File: src/rtl/mult16_seq_ctrl.sv
// Sequential 16x16 unsigned multiplier built around a single 8x8 partial multiplier
// reused over four steps, with valid/ready handshakes on both sides.
module mult16_seq_ctrl #(
    parameter bit ZERO_SKIP = 1'b1
) (
    input  logic        clk,
    input  logic        rst,
    input  logic        in_valid,
    output logic        in_ready,
    input  logic [15:0] A,
    input  logic [15:0] B,
    output logic        out_valid,
    input  logic        out_ready,
    output logic [31:0] P,
    output logic        busy
);

    typedef enum logic [1:0] {
        IDLE = 2'd0,
        MUL  = 2'd1,
        DONE = 2'd2
    } state_t;

    state_t      state_reg;
    logic [15:0] a_reg;
    logic [15:0] b_reg;
    logic [31:0] acc_reg;
    logic [1:0]  step_reg;
    logic        in_ready_reg;
    logic        out_valid_reg;
    logic        busy_reg;

    logic [7:0]  op_a;
    logic [7:0]  op_b;
    logic [15:0] partial;
    logic [31:0] partial_shifted;
    logic        zero_operand;

    // step[1] picks the A byte, step[0] picks the B byte; the shift is the sum of byte weights
    always_comb begin
        op_a            = step_reg[1] ? a_reg[15:8] : a_reg[7:0];
        op_b            = step_reg[0] ? b_reg[15:8] : b_reg[7:0];
        partial         = 16'(op_a) * 16'(op_b);
        partial_shifted = {16'h0000, partial};
        case (step_reg)
            2'd0:    partial_shifted = {16'h0000, partial};
            2'd1,
            2'd2:    partial_shifted = {8'h00, partial, 8'h00};
            default: partial_shifted = {partial, 16'h0000};
        endcase
    end

    assign zero_operand = (A == 16'h0000) || (B == 16'h0000);

    always_ff @(posedge clk) begin
        if (rst) begin
            state_reg     <= IDLE;
            a_reg         <= '0;
            b_reg         <= '0;
            acc_reg       <= '0;
            step_reg      <= '0;
            in_ready_reg  <= 1'b1;
            out_valid_reg <= 1'b0;
            busy_reg      <= 1'b0;
        end else begin
            case (state_reg)
                IDLE: begin
                    if (in_valid && in_ready_reg) begin
                        a_reg        <= A;
                        b_reg        <= B;
                        acc_reg      <= '0;
                        step_reg     <= '0;
                        in_ready_reg <= 1'b0;
                        busy_reg     <= 1'b1;
                        if (ZERO_SKIP && zero_operand) begin
                            state_reg     <= DONE;
                            out_valid_reg <= 1'b1;
                        end else begin
                            state_reg <= MUL;
                        end
                    end
                end
                MUL: begin
                    acc_reg  <= acc_reg + partial_shifted;
                    step_reg <= step_reg + 2'd1;
                    if (step_reg == 2'd3) begin
                        state_reg     <= DONE;
                        out_valid_reg <= 1'b1;
                    end
                end
                DONE: begin
                    if (out_ready) begin
                        // Clearing the accumulator here keeps P at zero while idle
                        state_reg     <= IDLE;
                        acc_reg       <= '0;
                        out_valid_reg <= 1'b0;
                        busy_reg      <= 1'b0;
                        in_ready_reg  <= 1'b1;
                    end
                end
                default: begin
                    state_reg     <= IDLE;
                    acc_reg       <= '0;
                    out_valid_reg <= 1'b0;
                    busy_reg      <= 1'b0;
                    in_ready_reg  <= 1'b1;
                end
            endcase
        end
    end

    assign in_ready  = in_ready_reg;
    assign out_valid = out_valid_reg;
    assign busy      = busy_reg;
    assign P         = acc_reg;

endmodule

File: config.mk
export PLATFORM = sky130hd
export DESIGN_NAME = mult16_seq_ctrl
export DESIGN_NICKNAME = d
export VERILOG_FILES = /design/src/rtl/mult16_seq_ctrl.sv
export SDC_FILE = /design/constraint.sdc
export NUM_CORES = 1
export LEC_CHECK = 0
export BUFFER_PORTS_ARGS = -buffer_cell sky130_fd_sc_hd__buf_2
export CAP_MARGIN = 20
export CORE_MARGIN = 1.5
export CORE_UTILIZATION = 60
export CTS_CLUSTER_SIZE = 20
export DETAILED_ROUTE_END_ITERATION = 16
export GPL_ROUTABILITY_DRIVEN = 0
export GPL_TIMING_DRIVEN = 1
export PLACE_DENSITY = 0.8
export RECOVER_POWER = 50
export SLEW_MARGIN = 20
export SYNTH_ARGS = -nofsm -noshare
export SYNTH_HDL_FRONTEND = slang
export SYNTH_SLANG_ARGS = --single-unit
export TNS_END_PERCENT = 50
File: constraint.sdc
create_clock -name clk -period 8.3 [get_ports clk]
set_input_delay 0.83 -clock clk [delete_from_list [all_inputs] [get_ports clk]]
set_output_delay 0.83 -clock clk [all_outputs]
set_load 0.02 [all_outputs]
**Word level (Yosys, flattened, before mapping)**

Index checks and enable logic that the tools add are counted.

- Bits of input ports: 36
- Register bits: 71
- Output and inout port bits: 35

- Muxes and demuxes: 23
- Equality and inequality tests: 9
- Bitwise logic cells: 1
- Reduce and logical (&&, ||, !) cells: 14
- $add $sub $neg: 2
- Multipliers: 1

Operator list:

| operator | number |
|---|---|
| 32-bit case mux with 3 select lines | 1 |
| 32-bit 2-to-1 mux | 2 |
| 32-bit case mux with 2 select lines | 1 |
| 32-bit adder | 1 |
| 16-bit logical NOT | 2 |
| 8-bit by 8-bit multiplier with 16-bit output | 1 |
| 8-bit 2-to-1 mux | 2 |
| 2-bit 2-to-1 mux | 5 |
| 1-bit case mux with 3 select lines | 3 |
| 2-bit != test (second input constant) | 4 |
| 1-bit 2-to-1 mux | 7 |
| 2-bit equality test (second input constant) | 3 |
| 2-bit case mux with 3 select lines | 1 |
| 2-bit AND reduction | 3 |
| 3-bit AND reduction | 2 |
| 2-bit by 1-bit equality test with 1-bit output (second input constant) | 2 |
| 2-bit logical NOT | 2 |
| 2-bit case mux with 2 select lines | 1 |
| 4-bit AND reduction | 1 |
| 2-bit by 1-bit adder with 2-bit output (second input constant) | 1 |
| 2-bit nonzero test | 1 |
| 2-bit OR reduction | 1 |
| 1-bit logical AND | 1 |
| 1-bit logical OR | 1 |
| 1-bit inverter | 1 |

**Longest topological paths before layout**

- Depth after elaboration: 5
- Mapped depth: 30
- Mapped depth without buffers: 29

**Least setup slack after synthesis**

No wires, ideal clock.

- Path type: flip-flop to flip-flop
- Start point: register step_reg[1]
- End point: register acc_reg[25] (netlist: P[25])
- Path slack: 1121 ps
- Stages on the path, launching flop included: 27
- Library setup time: 117 ps
- Required time: 8183 ps
- Clock period less this slack: 7179 ps
- Buffers on the path: 1
- Arrival time: 7062 ps
- Cells stage by stage: dfxtp_1 clkbuf_1 mux2i_1 or2_2 fa_1 fa_1 inv_1 fa_1 inv_1 fa_1 inv_1 ha_1 a21oi_2 o21bai_1 a211o_1 a2111o_1 and3_4 o31ai_1 ha_1 a211o_1 a211oi_2 o21ba_2 o21ai_1 a211oi_1 o21ai_1 xor2_1 a22o_1

- Word-level cells in the longest chain between the ends: 5
- Elaborated cells between the ends (all ways): 9
- Classes of those cells: 1 x add/sub; 1 x mul; 2 x eq/ne; 3 x mux; 2 x reduce/logical

RTL lines:

| item | line | RTL |
|---|---|---|
| start: declaration | 28 | `logic [1:0] step_reg;` |
| start signal: assignment | 85 | `step_reg <= step_reg + 2'd1;` |
| 8-bit 2-to-1 mux, or another cell as far along | 41 | `op_a = step_reg[1] ? a_reg[15:8] : a_reg[7:0];` |
| 8-bit by 8-bit multiplier with 16-bit output / 2-bit OR reduction (equally long branches) | 43, 45 |  |
| 32-bit case mux with 2 select lines (*) | 45 | `case (step_reg)` |
| 32-bit adder (*) | 84 | `acc_reg <= acc_reg + partial_shifted;` |
| 32-bit case mux with 3 select lines (*) | 66 | `case (state_reg)` |
| end signal: assignment | 84 |  |
| end: declaration | 27 | `logic [31:0] acc_reg;` |

Mark *: on every way between the ends. The rest lies on a longest branch, timed or not.
A chain may end at the register's enable or synchronous reset.

**Worst setup path in the final report**

- Start point: register step_reg[1]
- End point: register acc_reg[31] (netlist: P[31])

Same word-level chain as after synthesis.

==> out/summary.txt <==
Wire length after detailed routing: 16.6 mm
Proportion of layout cells with a drive suffix above 1: 10.3%
H-tree Lvls: 3
Vias in the first global route: 5739
Total number of vias: 6134
Crit Path Max Fanout: 11
Setup repair after global routing missed its margin: no
Worst Setup Path Type: flop to flop
Peak clock frequency supported by timing: 128 MHz
Initial antenna violation count: 0
Initial Utilization: 62.3%
Fill count: 862
Io pins: 71
Storage element area: 1420 sq um
Antenna cells: 0
Setup fix buffers added after clock tree synthesis: 0
Total global routing track utilization: 30.1%
Remaining global-route overflow: 0
CTS tree: yes
X dimension of the die: 107 um
Register area share after synthesis: 21.9%
Endpoints failing setup: 0
Dpl ws: 0.554 ns
Origin of the worst setup path: step_reg[1]
Path category of the worst min-delay check: flop to flop
Worst hold slack: 0.454 ns
Site row count: 37
Synthesized instance count: 815
Number of buffers between clock root and the deepest sink: 2
DRC viols: 0
Final max-slew violation count: 0
Chip Height: 107 um
Power density over the cells: 154 nW/um^2
CTS Root Buffer Type: sky130_fd_sc_hd__clkbuf_8
Area of the multi-input gates: 4730 sq um
Max-cap violations: 0
Async set-reset flop share out of synthesis: 0%
Post-DR wirelength/cell: 16.4 um
Dpl hpwl: 13.0 mm
Top post-synthesis cells by area: sky130_fd_sc_hd__dfxtp_1, sky130_fd_sc_hd__ha_1, sky130_fd_sc_hd__fa_1, sky130_fd_sc_hd__nand2_1, sky130_fd_sc_hd__nor2_1
Required arrival time at the worst endpoint: 8.56 ns
Total CTS buffers: 9
Final TNS setup: 0 ns
Area growth from synthesis to final layout: 9.66%
Vias per Instance: 6.06
Net count after synthesis: 957
Mean Syn Cell Area: 7.96 sq um
Netlist Area Pre-Place: 6490 sq um
Number of placed instances, taps included: 996
Slowest cell on crit path: sky130_fd_sc_hd__mux2i_1
Crit-path max cell delay: 0.73 ns
Most common cell type on the critical path: sky130_fd_sc_hd__fa_1
Clk_skew: 0.00643 ns
DRT Pass-1 Iters: 5
Total core area: 10400 sq um
Largest area contributor in the netlist: sky130_fd_sc_hd__dfxtp_1
Rel. slew slack: 26.1%
Most frequent cell after synthesis: sky130_fd_sc_hd__nand2_1
Clock slew at the register clock pins of the worst setup and hold paths: 0.08 ns
Hold buffers post-CTS: 0
ANT nets after route: 0
Final setup margin: 0.465 ns
Crit path capture type: flop
Port Buffer Count: 70
Max reg flops: 32
Reg-to-reg critical path startpoint: step_reg[1]
Leakage power: 3.30 nW
Count of state elements after synthesis: 71
Pin slew with the least headroom to its limit: 1.11 ns
Nature of the critical path startpoint: flop
First-pass GRT wire length: 27.2 mm
Count of flip-flops with a built-in enable after synthesis: 0
Distinct cell type count of the synthesized netlist: 55
Maximum ir drop on the vdd rail: 0.174 mV
Number of violations reported at the end of detailed-routing iteration 0: 576
Number of sinks on the clock net: 71
Area share of the largest cell type after synthesis: 21.9%
Total of warnings raised by yosys: 0
Startpoint of the lowest-slack hold path: b_reg[14]
Final hold violation count: 0
Largest net degree at the start of global routing: 58
Most instantiated flip-flop cell in the synthesis netlist: sky130_fd_sc_hd__dfxtp_1
Quantity of gates resized following cts: 0
Post-Layout Cell Count: 1012
Cell types with the highest counts after synthesis: sky130_fd_sc_hd__nand2_1, sky130_fd_sc_hd__nor2_1, sky130_fd_sc_hd__dfxtp_1
Final critical-path required period: 7.84 ns
Area enclosed by the die boundary: 11500 sq um
Post-layout nets: 1013
Clock latency on the worst-skew pair: 0.37 ns
Final cycle utilization of the critical path: 94.4%
Arr. time, crit path: 8.10 ns
Run status: completed
[layout by cell type (no fill, tap or decap), types with 4 or more instances in the layout]
cell type                    n
sky130_fd_sc_hd__clkbuf_1   34
sky130_fd_sc_hd__o21a_1      4
sky130_fd_sc_hd__and2_1     13
sky130_fd_sc_hd__nor2_1     95
sky130_fd_sc_hd__fa_1       37
sky130_fd_sc_hd__buf_2      37
sky130_fd_sc_hd__a22o_1     11
sky130_fd_sc_hd__xnor2_1    20
sky130_fd_sc_hd__a31oi_1     5
sky130_fd_sc_hd__a211oi_1    5
sky130_fd_sc_hd__o21bai_1    6
sky130_fd_sc_hd__o21ai_1     4
sky130_fd_sc_hd__clkbuf_8    9
sky130_fd_sc_hd__dfxtp_1    71
sky130_fd_sc_hd__nand2b_1    4
sky130_fd_sc_hd__nand3_1     8
sky130_fd_sc_hd__o21ai_0    29
sky130_fd_sc_hd__a22oi_1    13
sky130_fd_sc_hd__mux2i_1    17
sky130_fd_sc_hd__nor3_2      5
sky130_fd_sc_hd__xor2_1     16
sky130_fd_sc_hd__buf_4       4
sky130_fd_sc_hd__or3_1       4
sky130_fd_sc_hd__nor2b_1     5
sky130_fd_sc_hd__nand2_1   110
sky130_fd_sc_hd__nand4_1     6
sky130_fd_sc_hd__and3_1      6
sky130_fd_sc_hd__a21oi_1    67
sky130_fd_sc_hd__inv_1      62
sky130_fd_sc_hd__a21o_1     21
sky130_fd_sc_hd__o22ai_1     5
sky130_fd_sc_hd__nor3_1     11
sky130_fd_sc_hd__or2_2      17
sky130_fd_sc_hd__ha_1       69
sky130_fd_sc_hd__nor4_1      9
[worst max-delay path: cells and delay by family, from the launching register on]
family	cells	cell delay, ns
AO/OA/AOI/OAI	9	2.54
adder cells (fa/ha/maj)	6	2.69
buffers and inverters	3	0.15
flip-flops	1	0.65
multiplexers	2	0.80
AND/OR/NAND/NOR	5	0.86
[metrics by stage]
| step | power [W] | instance area [sq um] | util [%] |
|---|---|---|---|
| after floorplan | 0.000678 | 6490 | - |
| after global placement | 0.000764 | 6940 | 66.6 |
| after detailed placement | 0.000780 | 6940 | 66.6 |
| after CTS | 0.00109 | 7160 | 68.7 |
| after global routing | 0.00115 | 7120 | 68.3 |
| final | 0.00110 | 7120 | 68.3 |
[logic make-up after synthesis]
| family | after synthesis | synth area share [%] |
|---|---|---|
| buffers and inverters | 91 | 5.32 |
| AOI/OAI and AO/OA | 199 | 20.1 |
| DFF | 71 | 21.9 |
| muxes | 17 | 2.62 |
| adders and majority gates | 106 | 24.7 |
| and+or+nand+nor | 295 | 20.5 |
| xor gates and xnor gates | 36 | 4.86 |
[where the power goes]
part | switching [W] | internal, W | leakage (nW)
registers | 0.0000294 | 0.000373 | 0.577
clock network | 0.000147 | 0.000171 | 0.104
logic | 0.000250 | 0.000126 | 2.62
total | 0.000426 | 0.000671 | 3.30
[final timing paths]
path / end / slack [ns] / cells past startpoint
setup / recovery: P[31] / 0.46 / 25
hold / removal: b_reg[14] / 0.45 / 2
hold reg to reg: b_reg[14] / 0.45 / 2
setup reg to reg: P[31] / 0.46 / 25
[cell type report]
cell class | count | area share (%)
clock buffers | 10 | 1.79
inverters | 62 | 3.27
multi-input cells | 653 | 66.5
flip-flops and latches | 71 | 20.0
clock inverters | 6 | 1.30
repair buffers | 74 | 4.76
well taps | 136 | 2.39
[layer usage]
metal  track usage, %  up-vias  part of all wire (%)
met1             40.7     2853                    44
met5                0        -                     0
met4             12.5        0                   3.4
met2             46.9      293                    45
met3             5.78       62                   7.7
li1                 -     2926                     -
Note: power is estimated with default switching activity, not from simulation.
